--- src/rtl/load_store_unit_if.sv ---
`default_nettype none
// ============================================================================
// Module  : load_store_unit_if
// Brief   : Request/response handshake and RAM-side bus of the load/store unit.
// Revision: 1.0
// ============================================================================
interface load_store_unit_if;
    logic        ReqValid;
    logic        ReqReady;
    logic        ReqWrite;
    logic [1:0]  ReqWHBS;
    logic        ReqSigned;
    logic [31:0] ReqAddr;
    logic [31:0] ReqWData;
    logic        RespValid;
    logic        RespReady;
    logic [31:0] RespRData;
    logic [1:0]  RespExc;
    logic        MemWE;
    logic [1:0]  MemRWHBS;
    logic [1:0]  MemWWHBS;
    logic [31:0] MemRADDR;
    logic [31:0] MemWADDR;
    logic [31:0] MemDIN;
    logic [31:0] MemDOUT;
    logic        MemRUnalExc;
    logic        MemWUnalExc;

    modport slave (
        input  ReqValid, ReqWrite, ReqWHBS, ReqSigned, ReqAddr, ReqWData,
        input  RespReady, MemDOUT, MemRUnalExc, MemWUnalExc,
        output ReqReady, RespValid, RespRData, RespExc,
        output MemWE, MemRWHBS, MemWWHBS, MemRADDR, MemWADDR, MemDIN
    );

    modport master (
        output ReqValid, ReqWrite, ReqWHBS, ReqSigned, ReqAddr, ReqWData,
        output RespReady, MemDOUT, MemRUnalExc, MemWUnalExc,
        input  ReqReady, RespValid, RespRData, RespExc,
        input  MemWE, MemRWHBS, MemWWHBS, MemRADDR, MemWADDR, MemDIN
    );
endinterface
`default_nettype wire

--- src/rtl/load_store_unit.sv ---
`default_nettype none
// ============================================================================
// Module  : load_store_unit
// Brief   : Three-state load/store unit: checks, one RAM access cycle, response.
// Revision: 1.0
// ============================================================================
module load_store_unit #(
    parameter int RAM_BYTES = 1024
) (
    input  logic              CLK,
    input  logic              nRST,
    load_store_unit_if.slave  bus
);

    localparam logic [1:0] c_IDLE      = 2'd0;
    localparam logic [1:0] c_ACC       = 2'd1;
    localparam logic [1:0] c_RESP      = 2'd2;

    localparam logic [1:0] c_EXC_OK    = 2'b00;
    localparam logic [1:0] c_EXC_UNAL  = 2'b01;
    localparam logic [1:0] c_EXC_RANGE = 2'b10;
    localparam logic [1:0] c_EXC_SIZE  = 2'b11;

    localparam logic [1:0] c_SZ_BYTE   = 2'b00;
    localparam logic [1:0] c_SZ_HALF   = 2'b01;
    localparam logic [1:0] c_SZ_ILL    = 2'b10;
    localparam logic [1:0] c_SZ_WORD   = 2'b11;

    logic [1:0]  state_q,  state_d;
    logic        write_q,  write_d;
    logic [1:0]  whbs_q,   whbs_d;
    logic        signed_q, signed_d;
    logic [31:0] addr_q,   addr_d;
    logic [31:0] wdata_q,  wdata_d;
    logic [31:0] rdata_q,  rdata_d;
    logic [1:0]  exc_q,    exc_d;

    logic [32:0] w_last_byte;
    logic [1:0]  w_chk_exc;
    logic [7:0]  w_byte;
    logic [15:0] w_half;
    logic [31:0] w_load_data;

    // Request checks, evaluated on the live request inputs at accept time.
    // The last-byte sum is 33 bits wide so addresses near 2^32 cannot wrap.
    always_comb begin
        w_last_byte = {1'b0, bus.ReqAddr};
        if (bus.ReqWHBS == c_SZ_WORD) begin
            w_last_byte = {1'b0, bus.ReqAddr} + 33'd3;
        end else if (bus.ReqWHBS == c_SZ_HALF) begin
            w_last_byte = {1'b0, bus.ReqAddr} + 33'd1;
        end

        w_chk_exc = c_EXC_OK;
        if (bus.ReqWHBS == c_SZ_ILL) begin
            w_chk_exc = c_EXC_SIZE;
        end else if ((bus.ReqWHBS == c_SZ_HALF && bus.ReqAddr[0]) ||
                     (bus.ReqWHBS == c_SZ_WORD && bus.ReqAddr[1:0] != 2'b00)) begin
            w_chk_exc = c_EXC_UNAL;
        end else if (w_last_byte >= 33'(RAM_BYTES)) begin
            w_chk_exc = c_EXC_RANGE;
        end
    end

    // Little-endian lane extraction from the aligned word read back in ACC.
    always_comb begin
        w_byte = bus.MemDOUT[{addr_q[1:0], 3'b000} +: 8];
        w_half = bus.MemDOUT[{addr_q[1], 4'b0000} +: 16];
        case (whbs_q)
            c_SZ_BYTE: w_load_data = signed_q ? {{24{w_byte[7]}}, w_byte}
                                              : {24'd0, w_byte};
            c_SZ_HALF: w_load_data = signed_q ? {{16{w_half[15]}}, w_half}
                                              : {16'd0, w_half};
            default:   w_load_data = bus.MemDOUT;
        endcase
    end

    always_comb begin
        state_d  = state_q;
        write_d  = write_q;
        whbs_d   = whbs_q;
        signed_d = signed_q;
        addr_d   = addr_q;
        wdata_d  = wdata_q;
        rdata_d  = rdata_q;
        exc_d    = exc_q;

        case (state_q)
            c_IDLE: begin
                if (bus.ReqValid) begin
                    write_d  = bus.ReqWrite;
                    whbs_d   = bus.ReqWHBS;
                    signed_d = bus.ReqSigned;
                    addr_d   = bus.ReqAddr;
                    wdata_d  = bus.ReqWData;
                    rdata_d  = 32'd0;
                    exc_d    = w_chk_exc;
                    state_d  = (w_chk_exc == c_EXC_OK) ? c_ACC : c_RESP;
                end
            end
            c_ACC: begin
                state_d = c_RESP;
                if (write_q) begin
                    rdata_d = 32'd0;
                    exc_d   = bus.MemWUnalExc ? c_EXC_UNAL : c_EXC_OK;
                end else if (bus.MemRUnalExc) begin
                    rdata_d = 32'd0;
                    exc_d   = c_EXC_UNAL;
                end else begin
                    rdata_d = w_load_data;
                    exc_d   = c_EXC_OK;
                end
            end
            c_RESP: begin
                if (bus.RespReady) begin
                    state_d = c_IDLE;
                end
            end
            default: begin
                state_d = c_IDLE;
            end
        endcase
    end

    always_ff @(posedge CLK) begin
        if (!nRST) begin
            state_q  <= c_IDLE;
            write_q  <= 1'b0;
            whbs_q   <= 2'b00;
            signed_q <= 1'b0;
            addr_q   <= 32'd0;
            wdata_q  <= 32'd0;
            rdata_q  <= 32'd0;
            exc_q    <= c_EXC_OK;
        end else begin
            state_q  <= state_d;
            write_q  <= write_d;
            whbs_q   <= whbs_d;
            signed_q <= signed_d;
            addr_q   <= addr_d;
            wdata_q  <= wdata_d;
            rdata_q  <= rdata_d;
            exc_q    <= exc_d;
        end
    end

    // RAM strobes decode from the registered state only, so a store in ACC
    // still reaches the RAM on an edge where reset is asserted.
    always_comb begin
        bus.ReqReady  = (state_q == c_IDLE);
        bus.RespValid = (state_q == c_RESP);
        bus.RespRData = rdata_q;
        bus.RespExc   = exc_q;
        bus.MemWE     = 1'b0;
        bus.MemRWHBS  = 2'b00;
        bus.MemRADDR  = 32'd0;
        bus.MemWWHBS  = 2'b00;
        bus.MemWADDR  = 32'd0;
        bus.MemDIN    = 32'd0;
        if (state_q == c_ACC) begin
            bus.MemRWHBS = c_SZ_WORD;
            bus.MemRADDR = {addr_q[31:2], 2'b00};
            if (write_q) begin
                bus.MemWE    = 1'b1;
                bus.MemWWHBS = whbs_q;
                bus.MemWADDR = addr_q;
                case (whbs_q)
                    c_SZ_BYTE: bus.MemDIN = {4{wdata_q[7:0]}};
                    c_SZ_HALF: bus.MemDIN = {2{wdata_q[15:0]}};
                    default:   bus.MemDIN = wdata_q;
                endcase
            end
        end
    end

endmodule
`default_nettype wire

--- src/flat_wrapper.sv ---
// flat-port wrapper written by rule: the top's interface ports become plain ports
module load_store_unit_flat 
#(
    parameter int RAM_BYTES = 1024
)
  (CLK, nRST, bus_ReqValid, bus_ReqWrite, bus_ReqWHBS, bus_ReqSigned, bus_ReqAddr, bus_ReqWData, bus_RespReady, bus_MemDOUT, bus_MemRUnalExc, bus_MemWUnalExc, bus_ReqReady, bus_RespValid, bus_RespRData, bus_RespExc, bus_MemWE, bus_MemRWHBS, bus_MemWWHBS, bus_MemRADDR, bus_MemWADDR, bus_MemDIN);
  load_store_unit_if bus_i ();
  input  logic CLK;
  input  logic nRST;
  input wire logic [$bits(bus_i.ReqValid)-1:0] bus_ReqValid;
  input wire logic [$bits(bus_i.ReqWrite)-1:0] bus_ReqWrite;
  input wire logic [$bits(bus_i.ReqWHBS)-1:0] bus_ReqWHBS;
  input wire logic [$bits(bus_i.ReqSigned)-1:0] bus_ReqSigned;
  input wire logic [$bits(bus_i.ReqAddr)-1:0] bus_ReqAddr;
  input wire logic [$bits(bus_i.ReqWData)-1:0] bus_ReqWData;
  input wire logic [$bits(bus_i.RespReady)-1:0] bus_RespReady;
  input wire logic [$bits(bus_i.MemDOUT)-1:0] bus_MemDOUT;
  input wire logic [$bits(bus_i.MemRUnalExc)-1:0] bus_MemRUnalExc;
  input wire logic [$bits(bus_i.MemWUnalExc)-1:0] bus_MemWUnalExc;
  output wire logic [$bits(bus_i.ReqReady)-1:0] bus_ReqReady;
  output wire logic [$bits(bus_i.RespValid)-1:0] bus_RespValid;
  output wire logic [$bits(bus_i.RespRData)-1:0] bus_RespRData;
  output wire logic [$bits(bus_i.RespExc)-1:0] bus_RespExc;
  output wire logic [$bits(bus_i.MemWE)-1:0] bus_MemWE;
  output wire logic [$bits(bus_i.MemRWHBS)-1:0] bus_MemRWHBS;
  output wire logic [$bits(bus_i.MemWWHBS)-1:0] bus_MemWWHBS;
  output wire logic [$bits(bus_i.MemRADDR)-1:0] bus_MemRADDR;
  output wire logic [$bits(bus_i.MemWADDR)-1:0] bus_MemWADDR;
  output wire logic [$bits(bus_i.MemDIN)-1:0] bus_MemDIN;
  assign bus_i.ReqValid = bus_ReqValid;
  assign bus_i.ReqWrite = bus_ReqWrite;
  assign bus_i.ReqWHBS = bus_ReqWHBS;
  assign bus_i.ReqSigned = bus_ReqSigned;
  assign bus_i.ReqAddr = bus_ReqAddr;
  assign bus_i.ReqWData = bus_ReqWData;
  assign bus_i.RespReady = bus_RespReady;
  assign bus_i.MemDOUT = bus_MemDOUT;
  assign bus_i.MemRUnalExc = bus_MemRUnalExc;
  assign bus_i.MemWUnalExc = bus_MemWUnalExc;
  assign bus_ReqReady = bus_i.ReqReady;
  assign bus_RespValid = bus_i.RespValid;
  assign bus_RespRData = bus_i.RespRData;
  assign bus_RespExc = bus_i.RespExc;
  assign bus_MemWE = bus_i.MemWE;
  assign bus_MemRWHBS = bus_i.MemRWHBS;
  assign bus_MemWWHBS = bus_i.MemWWHBS;
  assign bus_MemRADDR = bus_i.MemRADDR;
  assign bus_MemWADDR = bus_i.MemWADDR;
  assign bus_MemDIN = bus_i.MemDIN;
  load_store_unit #(.RAM_BYTES(RAM_BYTES)) u_core (.CLK(CLK), .nRST(nRST), .bus(bus_i));
endmodule
--- config.mk ---
export PLATFORM = sky130hd
export DESIGN_NAME = load_store_unit_flat
export DESIGN_NICKNAME = d
export VERILOG_FILES = /design/src/rtl/load_store_unit_if.sv /design/src/rtl/load_store_unit.sv /design/src/flat_wrapper.sv
export SDC_FILE = /design/constraint.sdc
export NUM_CORES = 1
export LEC_CHECK = 0
export BUFFER_PORTS_ARGS = -buffer_cell sky130_fd_sc_hd__buf_2
export CORE_MARGIN = 2
export CORE_UTILIZATION = 40
export CTS_CLUSTER_SIZE = 12
export DETAILED_ROUTE_END_ITERATION = 16
export GPL_TIMING_DRIVEN = 1
export PLACE_DENSITY_LB_ADDON = 0.25
export SLEW_MARGIN = 20
export SYNTH_ARGS = -nofsm -noshare
export SYNTH_HDL_FRONTEND = slang
export SYNTH_SLANG_ARGS = --single-unit
--- constraint.sdc ---
create_clock -name CLK -period 4.7 [get_ports CLK]
set_input_delay 0 -clock CLK [delete_from_list [all_inputs] [get_ports CLK]]
set_output_delay 0 -clock CLK [all_outputs]
set_load 0.02 [all_outputs]
==> results of run 1 <==
stage by stage:
| step | hold slack, ns | power (mW) | instance area (µm²) |
|---|---|---|---|
| finish | 0.01143 | 2.109 | 8434 |
| global route | 0.07043 | 2.198 | 8432 |
| CTS | 0.01196 | 2.113 | 8432 |
| detailed placement | 0.2603 | 1.269 | 7176 |
| global placement | 0.2543 | 1.264 | 7176 |
| floorplan | 0.1449 | 1.146 | 5948 |
flip-flops by register name (all words and copies together) (netlist names):
| signal | count |
|---|---|
| u_core.addr_q | 32 |
| u_core.whbs_q | 2 |
| u_core.write_q | 1 |
| u_core.bus.RespRData | 32 |
| u_core.state_q | 2 |
| u_core.bus.RespExc | 2 |
| u_core.wdata_q | 32 |
| u_core.signed_q | 1 |
path summary, 6_finish.rpt:
check / endpoint / from / slack [ns]
worst min register to register: u_core.bus.RespRData[8] / u_core.bus.RespRData[8] / 0.45
worst max register to register: u_core.bus.RespRData[6] / u_core.whbs_q[0] / 1.70
worst max-delay path: u_core.bus.RespRData[6] / u_core.whbs_q[0] / 1.70
worst min-delay path: u_core.state_q[1] / bus_RespReady / 0.01
area by class of cell:
cell class                 count  area, µm²
clock buffer                  11      242.7
multi-input combinational    605       3563
tap                          184      230.2
clock inverter                 5      62.56
inverter                      12      45.04
antenna                        1      2.502
sequential                   104       2083
timing repair buffer         342       2205
fill                        1370       6100
power by group through the flow:
stage                     sequential (mW)  combinational, mW  clock [mW]
after floorplan                     0.959              0.187           0
after global placement              0.978              0.287           0
after detailed placement            0.979              0.290           0
after CTS                           0.959              0.355       0.800
after global routing                0.966              0.395       0.836
final                               0.959              0.359       0.790
cells by family after synthesis:
| family | count (synthesis) |
|---|---|
| buffers and inverters | 80 |
| adders and majority gates | 4 |
| AOI/OAI and AO/OA | 189 |
| DFF | 104 |
| other | 1 |
| muxes | 24 |
| and+or+nand+nor | 375 |
| xor gates and xnor gates | 11 |
placed cells by master, fill, tap and decap left out, types with 3 or more instances in the layout:
cell,Yosys,routed
sky130_fd_sc_hd__nand3_1,7,7
sky130_fd_sc_hd__a21o_1,7,7
sky130_fd_sc_hd__xnor2_1,8,8
sky130_fd_sc_hd__and3_1,46,46
sky130_fd_sc_hd__o21ai_0,32,32
sky130_fd_sc_hd__o31ai_1,3,3
sky130_fd_sc_hd__nand2_1,183,182
sky130_fd_sc_hd__a21boi_0,68,68
sky130_fd_sc_hd__and2_1,37,36
sky130_fd_sc_hd__o31a_1,4,4
sky130_fd_sc_hd__ha_1,3,3
sky130_fd_sc_hd__o21a_1,4,4
sky130_fd_sc_hd__a221oi_1,7,7
sky130_fd_sc_hd__nor2_1,38,38
sky130_fd_sc_hd__a31oi_1,5,5
sky130_fd_sc_hd__nor3_1,6,6
sky130_fd_sc_hd__nand4_1,8,8
sky130_fd_sc_hd__xor2_1,3,3
sky130_fd_sc_hd__nor2b_1,7,6
sky130_fd_sc_hd__a22o_1,17,17
sky130_fd_sc_hd__nand2b_1,18,18
sky130_fd_sc_hd__clkbuf_16,0,9
sky130_fd_sc_hd__buf_4,3,7
sky130_fd_sc_hd__buf_2,2,240
sky130_fd_sc_hd__a21oi_1,21,21
sky130_fd_sc_hd__a222oi_1,7,7
sky130_fd_sc_hd__mux2i_1,22,22
sky130_fd_sc_hd__o211ai_1,4,4
sky130_fd_sc_hd__or4_1,4,4
sky130_fd_sc_hd__dfxtp_1,104,103
sky130_fd_sc_hd__dlygate4sd3_1,0,95
sky130_fd_sc_hd__inv_1,12,12
sky130_fd_sc_hd__nor4_1,10,10
worst min-delay path, cell delays in order:
cell and delay (ns):
sky130_fd_sc_hd__buf_2 0.10, sky130_fd_sc_hd__nor2b_1 0.09, sky130_fd_sc_hd__o21ai_0 0.09, sky130_fd_sc_hd__o21ai_0 0.07
routing by layer:
metal / share of wire [%] / vias up / track usage, %
li1: - / 3305 / -
met1: 43 / 3105 / 31.63
met2: 48 / 268 / 41.46
met3: 7.0 / 32 / 5.268
met4: 2.3 / 0 / 8.209
met5: 0 / - / 0
timing repair:
action                                  4_1_cts  5_1_grt
hold endpoints to repair                     94        0
hold buffers                                 95        0
endpoints found under the setup margin        0        0
==> results by stage, run 1 <==
Run status:
- The flow ran to the end, and the final reports show no timing, DRC or antenna violations.

Power and ir drop:
- Registers are responsible for 45.5% of the overall power.
- The total leakage power is 3.923 nW.
- Net switching is 27.90% of the power.
- The worst-case IR drop observed on VDD is 0.1740 mV.
- Per report_power, the clock group accounts for 37.5% of the total.
- The part of the power in combinational logic is 17.0%.
- The analysis attributes to net switching a power of 0.5882 mW.
- The power density over cell area is 250.0 mW/mm².
- The internal power is 1.520 mW.

STA:
- The count of final hold-check violations is 0.
- After layout, the worst path uses 63.75% of the clock period.
- The number of slew-limit violations in the final report was 0.
- For the pin with the worst max-slew slack, the measured transition is 1.041 ns.
- The final setup skew is 0.009019 ns.
- The worst pin sits at a relative slew slack of 30.52%.
- Counting I/O delays and the setup requirement, the final critical path takes 2.996 ns.
- The timing-limited maximum frequency is 0.3338 GHz.
- The sum of negative setup slack is 0 ns.
- After layout, the worst setup slack is 1.704 ns.
- The final count of negative-setup-slack endpoints is 0.
- Setup repair after global routing left no endpoint under its margin.

Detailed routing:
- The routed design has 20,220 µm of wire.
- The average routed wire per standard cell is 16.00 µm.
- The detailed-route via count is 6,710.
- Before antenna repair, the detailed router went through 7 iterations.
- The routed via count divided by cell count is 5.309.
- For this run, design rule violations remaining after detail routing come to 0.
- The number of routed nets with antenna violations is 0.
- The violation count after the first detailed-routing iteration is 587.

Logic synthesis:
- In the synthesized netlist, mux cells make up 4.083% of the area.
- The Yosys warning count is 0.
- By area, the combinational part of the netlist is dominated by simple AND/OR/NAND/NOR gates.
- Of the total synthesized cell area, the portion taken by AND, OR, NAND and NOR gates is 30.54%.
- Summing the areas of all compound-gate instances in the mapped netlist gives 22.58% of the synthesized area.
- Counting instances in the post-synthesis netlist gives the leading cell types as sky130_fd_sc_hd__nand2_1 (183), sky130_fd_sc_hd__dfxtp_1 (104), sky130_fd_sc_hd__a21boi_0 (68).
- The post-synthesis cell type count is 56.
- The sequential fraction of the synthesis area is 35.02%.
- The parity-gate share of the synthesized area counting xor and xnor cells is 1.621%.
- The number of cells produced by synthesis is 788.
- The synthesized design contains 104 register bits.
- The area share of the leading cell type in the synthesized netlist is 35.02%.
- The cell with the most instances after synthesis is sky130_fd_sc_hd__nand2_1.
- The synthesized area per cell is 7.544 µm².
- The number of enable flip-flop cells after synthesis is 0.
- The most instantiated flip-flop cell in the synthesis netlist is sky130_fd_sc_hd__dfxtp_1.
- Sorting the synthesized cells by area gives the leading types as sky130_fd_sc_hd__dfxtp_1 (35%), sky130_fd_sc_hd__nand2_1 (12%), sky130_fd_sc_hd__a21boi_0 (8.6%).
- After Yosys synthesis, full adders, half adders and majority gates account for 0.7998% of the synthesized area.
- The cell area that synthesis handed to floorplanning was 0.005944 mm².
- Summed over all instances, the cell type with the most area after synthesis is sky130_fd_sc_hd__dfxtp_1.
- The fraction of synthesis flops using an asynchronous set or reset pin is 0%.

Floorplan:
- The initial cell density of the core is 40.90%.
- The region available for standard cell placement spans 0.01453 mm².
- The die outline area is 0.01585 mm².
- The die is 125.9 µm wide.
- In this run the vertical extent of the chip is 125.9 µm.
- The I/O pin count is 243.
- The standard-cell row count is 44.

Min path:
- The min-delay analysis places its worst path in the category primary input to register.
- The number of stages on the worst hold path is 4.

Global routing:
- Entering global routing, the biggest net connects 77 pins.
- In the global route stage, overall resource usage came out at 24.70%.
- The overall overflow remaining after global route is 0.
- The number of antenna violations at the first check in global routing was 0.
- The number of global-route vias before repair was 6,312.
- The wire length of the first global-routing pass is 32,030 µm.

Critical path:
- The critical path depth in cells is 5.
- The slowest stage of the critical path is the sky130_fd_sc_hd__dfxtp_1 cell.
- The number of buffers and inverters on the critical path is 1.
- STA classifies the critical path startpoint as a register.
- The critical path in this run is classified as register to register.
- The signal on the critical path passes through nor2b_1, nor3b_1, a222oi_1, dlygate4sd3_1, o21ai_0.
- The data required time of the critical path is 4.97 ns.
- The critical path's largest stage delay is 1.01 ns.
- STA puts the critical path data arrival time at 3.27 ns.
- The depth of the worst register-to-register path is 5.
- The worst setup path is captured at a register.
- The cell family contributing the most delay on the critical path is flip-flops.
- Of all nets on the critical path, the largest fanout is 28.

Layout:
- The fraction of layout cells with a size suffix above 1 is 25.39%.
- For this run, the number of standard cells in the final layout without fillers is 1,264.
- The core occupancy in the finished layout is 58.03%.
- The total number of nets in the final design is 1,183.
- Compared with the post-synthesis result, the final layout area differs by 41.89%.

Placement:
- Timing analysis after detailed placement gives a worst setup slack of 1.994 ns.
- The final weighted congestion in routability-driven placement is 0.9040.
- The number of placed instances with taps included is 1,152.
- Port buffering added 240 buffers.
- Detailed placement ended at an HPWL of 13,350 µm.

Clock tree:
- After clock tree synthesis, the repair step resized 0 gates.
- The root buffer cell is sky130_fd_sc_hd__clkbuf_16.
- In this run the deepest clock path goes through 2 buffers.
- The total number of H-tree levels is 3.
- Counting every sink on the clock net gives 104.
- Buffers added to address setup during post-CTS repair amount to 0.
- The number of clock buffers added by TritonCTS is 9.
- TritonCTS built the clock tree.
- For the worst-skew pair, the clock arrives at the later sink with an insertion delay of 0.36 ns.
- After clock tree synthesis, the clock-pin slew on the worst setup and hold paths is 0.07 ns.

Flow run:
- The number of max-capacitance violations reported is 0.
No activity file was read; power rests on OpenSTA's default activity.
==> run 2: changes to the inputs <==
- clock period: 4.7 -> 3 ns (I/O delays scaled with it)
==> results by stage, run 2 (same netlist as run 1, synthesis figures left out) <==
Run status:
- The flow ran to the end, and the final reports show no timing, DRC or antenna violations.

Layout:
- The fraction of layout cells with a size suffix above 1 is 25.90% (+0.50 points).
- The post-route cell area was 0.008496 mm² (+0.73%).
- The number of fill cells is 1,380 (+0.73%).
- The post-synthesis to final-layout area growth is 42.92%.
- Leaving out fill and tap cells, the most frequent cells in the layout are sky130_fd_sc_hd__buf_2 (240), sky130_fd_sc_hd__nand2_1 (182), sky130_fd_sc_hd__dfxtp_1 (103), sky130_fd_sc_hd__dlygate4sd3_1 (95), sky130_fd_sc_hd__a21boi_0 (68).
- Leaving out fill and tap cells, the most frequent cell in the layout is sky130_fd_sc_hd__buf_2.
- The number of non-filler instances in the completed layout was 1,272 (+0.63%).
- The total number of nets in the final design is 1,189 (+0.51%).

Critical path:
- Grouping stages by cell kind, the critical path spends the most delay in simple AND/OR/NAND/NOR gates.
- The worst register-to-register path begins at u_core.whbs_q[1].
- The data arrival time of the worst path came to 3.07 ns (-0.20 ns).
- The worst setup path is captured at a register.
- The signal on the critical path passes through dlygate4sd3_1, buf_2, nand4_2, or4_1, buf_4, or4b_4, a211oi_2, nand4_1, nor4_2, and3_1.
- The worst setup path is of the primary input to register kind.
- The depth of the worst register-to-register path is 5 (unchanged).
- The number of buffer and inverter instances along the worst setup path is 3 (+2).
- The critical path's largest stage delay is 0.57 ns (-0.44 ns).
- The worst-case register-to-register setup slack is 0.69 ns (-1.01 ns).
- The critical path depth in cells is 10 (+5).
- The cell with the largest stage delay on the worst path is sky130_fd_sc_hd__or4_1.
- The maximum net fanout on the critical path came to 14 (-50%).
- The data required time of the critical path came to 3.29 ns (-1.68 ns).
- The critical path launch point type is a primary input.
- In this run the critical register-to-register path is captured at u_core.bus.RespRData[2].

Clock tree:
- The buffer depth of the longest clock path came to 2 (unchanged).
- In this run the clock root is driven by a sky130_fd_sc_hd__clkbuf_16.
- TritonCTS built the clock tree.
- The buffers inserted during post-CTS setup optimization came to 0 (unchanged).
- The count of clock tree sinks came to 104 (unchanged).
- The clock buffer count from CTS was 9 (unchanged).
- The clock input transition at the sequential cells of the worst setup and hold paths came to 0.07 ns (about the same).
- The worst-skew pair later-pin latency is 0.36 ns (about the same).
- The total number of H-tree levels is 3 (unchanged).

Power and ir drop:
- The part of the power in combinational logic came to 18.2% (+1.2 points).
- The switching power share of the total was 28.78% (+0.88 points).
- The net switching power came to 0.9342 mW (+59%).
- The internal power is 2.312 mW (+52%).
- The maximum ir drop on the vdd rail came to 0.2754 mV (+58%).
- The portion of total power attributed to sequential cells is 45.9% (+0.4 points).
- The clock network power share came to 35.9% (-1.6 points).
- The power density over cell area came to 382.1 mW/mm² (+53%).
- The total leakage power is 3.954 nW (+0.77%).

STA:
- The transition at the pin with the smallest max-transition slack was 0.8633 ns (-0.1775 ns).
- The final count of negative-setup-slack endpoints came to 0 (unchanged).
- The remaining max-slew budget at the tightest pin is 42.31% (+12 points).
- The tightest hold margin was 0.01460 ns (+0.003169 ns).
- The final setup skew is 0.006193 ns (-0.002826 ns).
- The timing-limited maximum frequency is 0.3610 GHz.
- The sum of negative setup slack was 0 ns (unchanged).
- The count of final hold-check violations came to 0 (unchanged).
- Setup repair after global routing left no endpoint under its margin.
- The final critical path time including I/O delays and setup is 2.770 ns.
- The number of slew-limit violations in the final report came to 0 (unchanged).
- The period utilization is 92.34%.

Global routing:
- The total routing usage reported by global routing is 24.46% (-0.25 points).
- The wire length of the first global-routing pass is 31,880 µm (-0.47%).
- The number of global-route vias before repair came to 6,372 (+0.95%).
- The overall overflow remaining after global route is 0 (unchanged).
- The number of antenna violations at the first check in global routing is 4 (+4).
- The pin count of the biggest net entering global routing is 76 (-1.3%).

Detailed routing:
- The average routed wire per standard cell is 15.69 µm (-1.9%).
- The detailed-router iteration count before antenna repair is 6 (-1).
- The number of DRC violations after detailed routing is 0 (unchanged).
- The detailed-route via count is 6,701 (-0.13%).
- The wire length reported by the detailed router is 19,960 µm (-1.3%).
- The number of routed nets with antenna violations was 0 (unchanged).
- The violation count after the first detailed-routing iteration is 502 (-14%).
- The routed via count divided by cell count is 5.268 (-0.76%).

Min path:
- The worst hold path terminates at u_core.state_q[1].
- The number of stages on the worst hold path is 4 (unchanged).
- The startpoint of the tightest hold check path is bus_RespReady.
- The type of the most critical hold path is primary input to register.

Flow run:
- The number of max-capacitance violations reported is 0 (unchanged).

Floorplan:
- The floorplan die height is 125.9 µm (unchanged).
- The standard-cell row count is 44 (unchanged).
- The initial cell density of the core came to 40.90% (unchanged).
- The floorplan die width was 125.9 µm (unchanged).
- The die outline area is 0.01585 mm² (unchanged).
- The core region area came to 0.01453 mm² (unchanged).
- The I/O pin count is 243 (unchanged).

Placement:
- The final weighted congestion in routability-driven placement is 0.8859 (-2.0%).
- The detailed placement HPWL came to 13,180 µm (-1.3%).
- The area of placed instances came to 0.007246 mm² (+0.98%).
- The number of placed instances with taps included came to 1,158 (+0.52%).
- The count of input and output buffers came to 240 (unchanged).
[run 2: worst max-delay path by stage]
| stage | from | to | slack, ns |
|---|---|---|---|
| 2_1_floorplan | bus_ReqAddr[10] | u_core.state_q[1] | 0.69 |
| 3_5_place_dp | bus_ReqAddr[7] | u_core.state_q[0] | 0.46 |
| 4_1_cts | bus_ReqAddr[0] | u_core.state_q[0] | 0.28 |
| 6_report | bus_ReqAddr[7] | u_core.state_q[0] | 0.23 |
| 3_3_place_gp | bus_ReqAddr[8] | u_core.bus.RespExc[1] | 0.51 |
| 5_1_grt | bus_ReqAddr[7] | u_core.state_q[0] | 0.01 |
[run 2: repair_timing]
item | 4_1_cts | 5_1_grt
resized for setup | 0 | 0
endpoints found under the setup margin | 0 | 0
endpoints found under the hold margin | 94 | 0
hold buffers | 95 | 0
[run 2: power by group through the flow]
stage          combinational (mW)  sequential, mW  clock, mW
2_1_floorplan               0.294            1.50          0
3_3_place_gp                0.474            1.52          0
3_5_place_dp                0.476            1.52          0
4_1_cts                     0.581            1.49       1.20
5_1_grt                     0.649            1.50       1.25
6_report                    0.591            1.49       1.17
[run 2: final cells by class]
cell class,instances,area [µm²],share of cell area [%]
flip-flops and latches,104,2083,24.52
clock inverters,6,52.55,0.6186
repair buffers,348,2275,26.77
multi-input cells,605,3563,41.94
clock buffers,10,239.0,2.813
diodes,3,7.507,0.08837
well taps,184,230.2,2.710
inverters,12,45.04,0.5302
[run 2: metrics by stage]
step | power, mW | utilization, % | setup slack (ns)
floorplan | 1.796 | - | 0.6869
global placement | 1.991 | 49.85 | 0.5090
detailed placement | 1.994 | 49.85 | 0.4568
CTS | 3.264 | 58.40 | 0.2833
global route | 3.392 | 58.45 | 0.01282
finish | 3.246 | 58.45 | 0.2297
[run 2: tightest hold or removal path, delay by kind of cell]
family	cells	cell delay (ns)
AOI/OAI and AO/OA	2	0.14
buffers and inverters	1	0.10
and+or+nand+nor	1	0.09
[run 2: per-layer routing]
layer / global-route usage (%) / vias up / share of wire (%)
met1: 30.38 / 3065 / 42
met3: 6.415 / 47 / 7.7
met5: 0 / - / 0.035
met4: 8.339 / 2 / 2.5
met2: 41.18 / 281 / 47
li1: - / 3306 / -
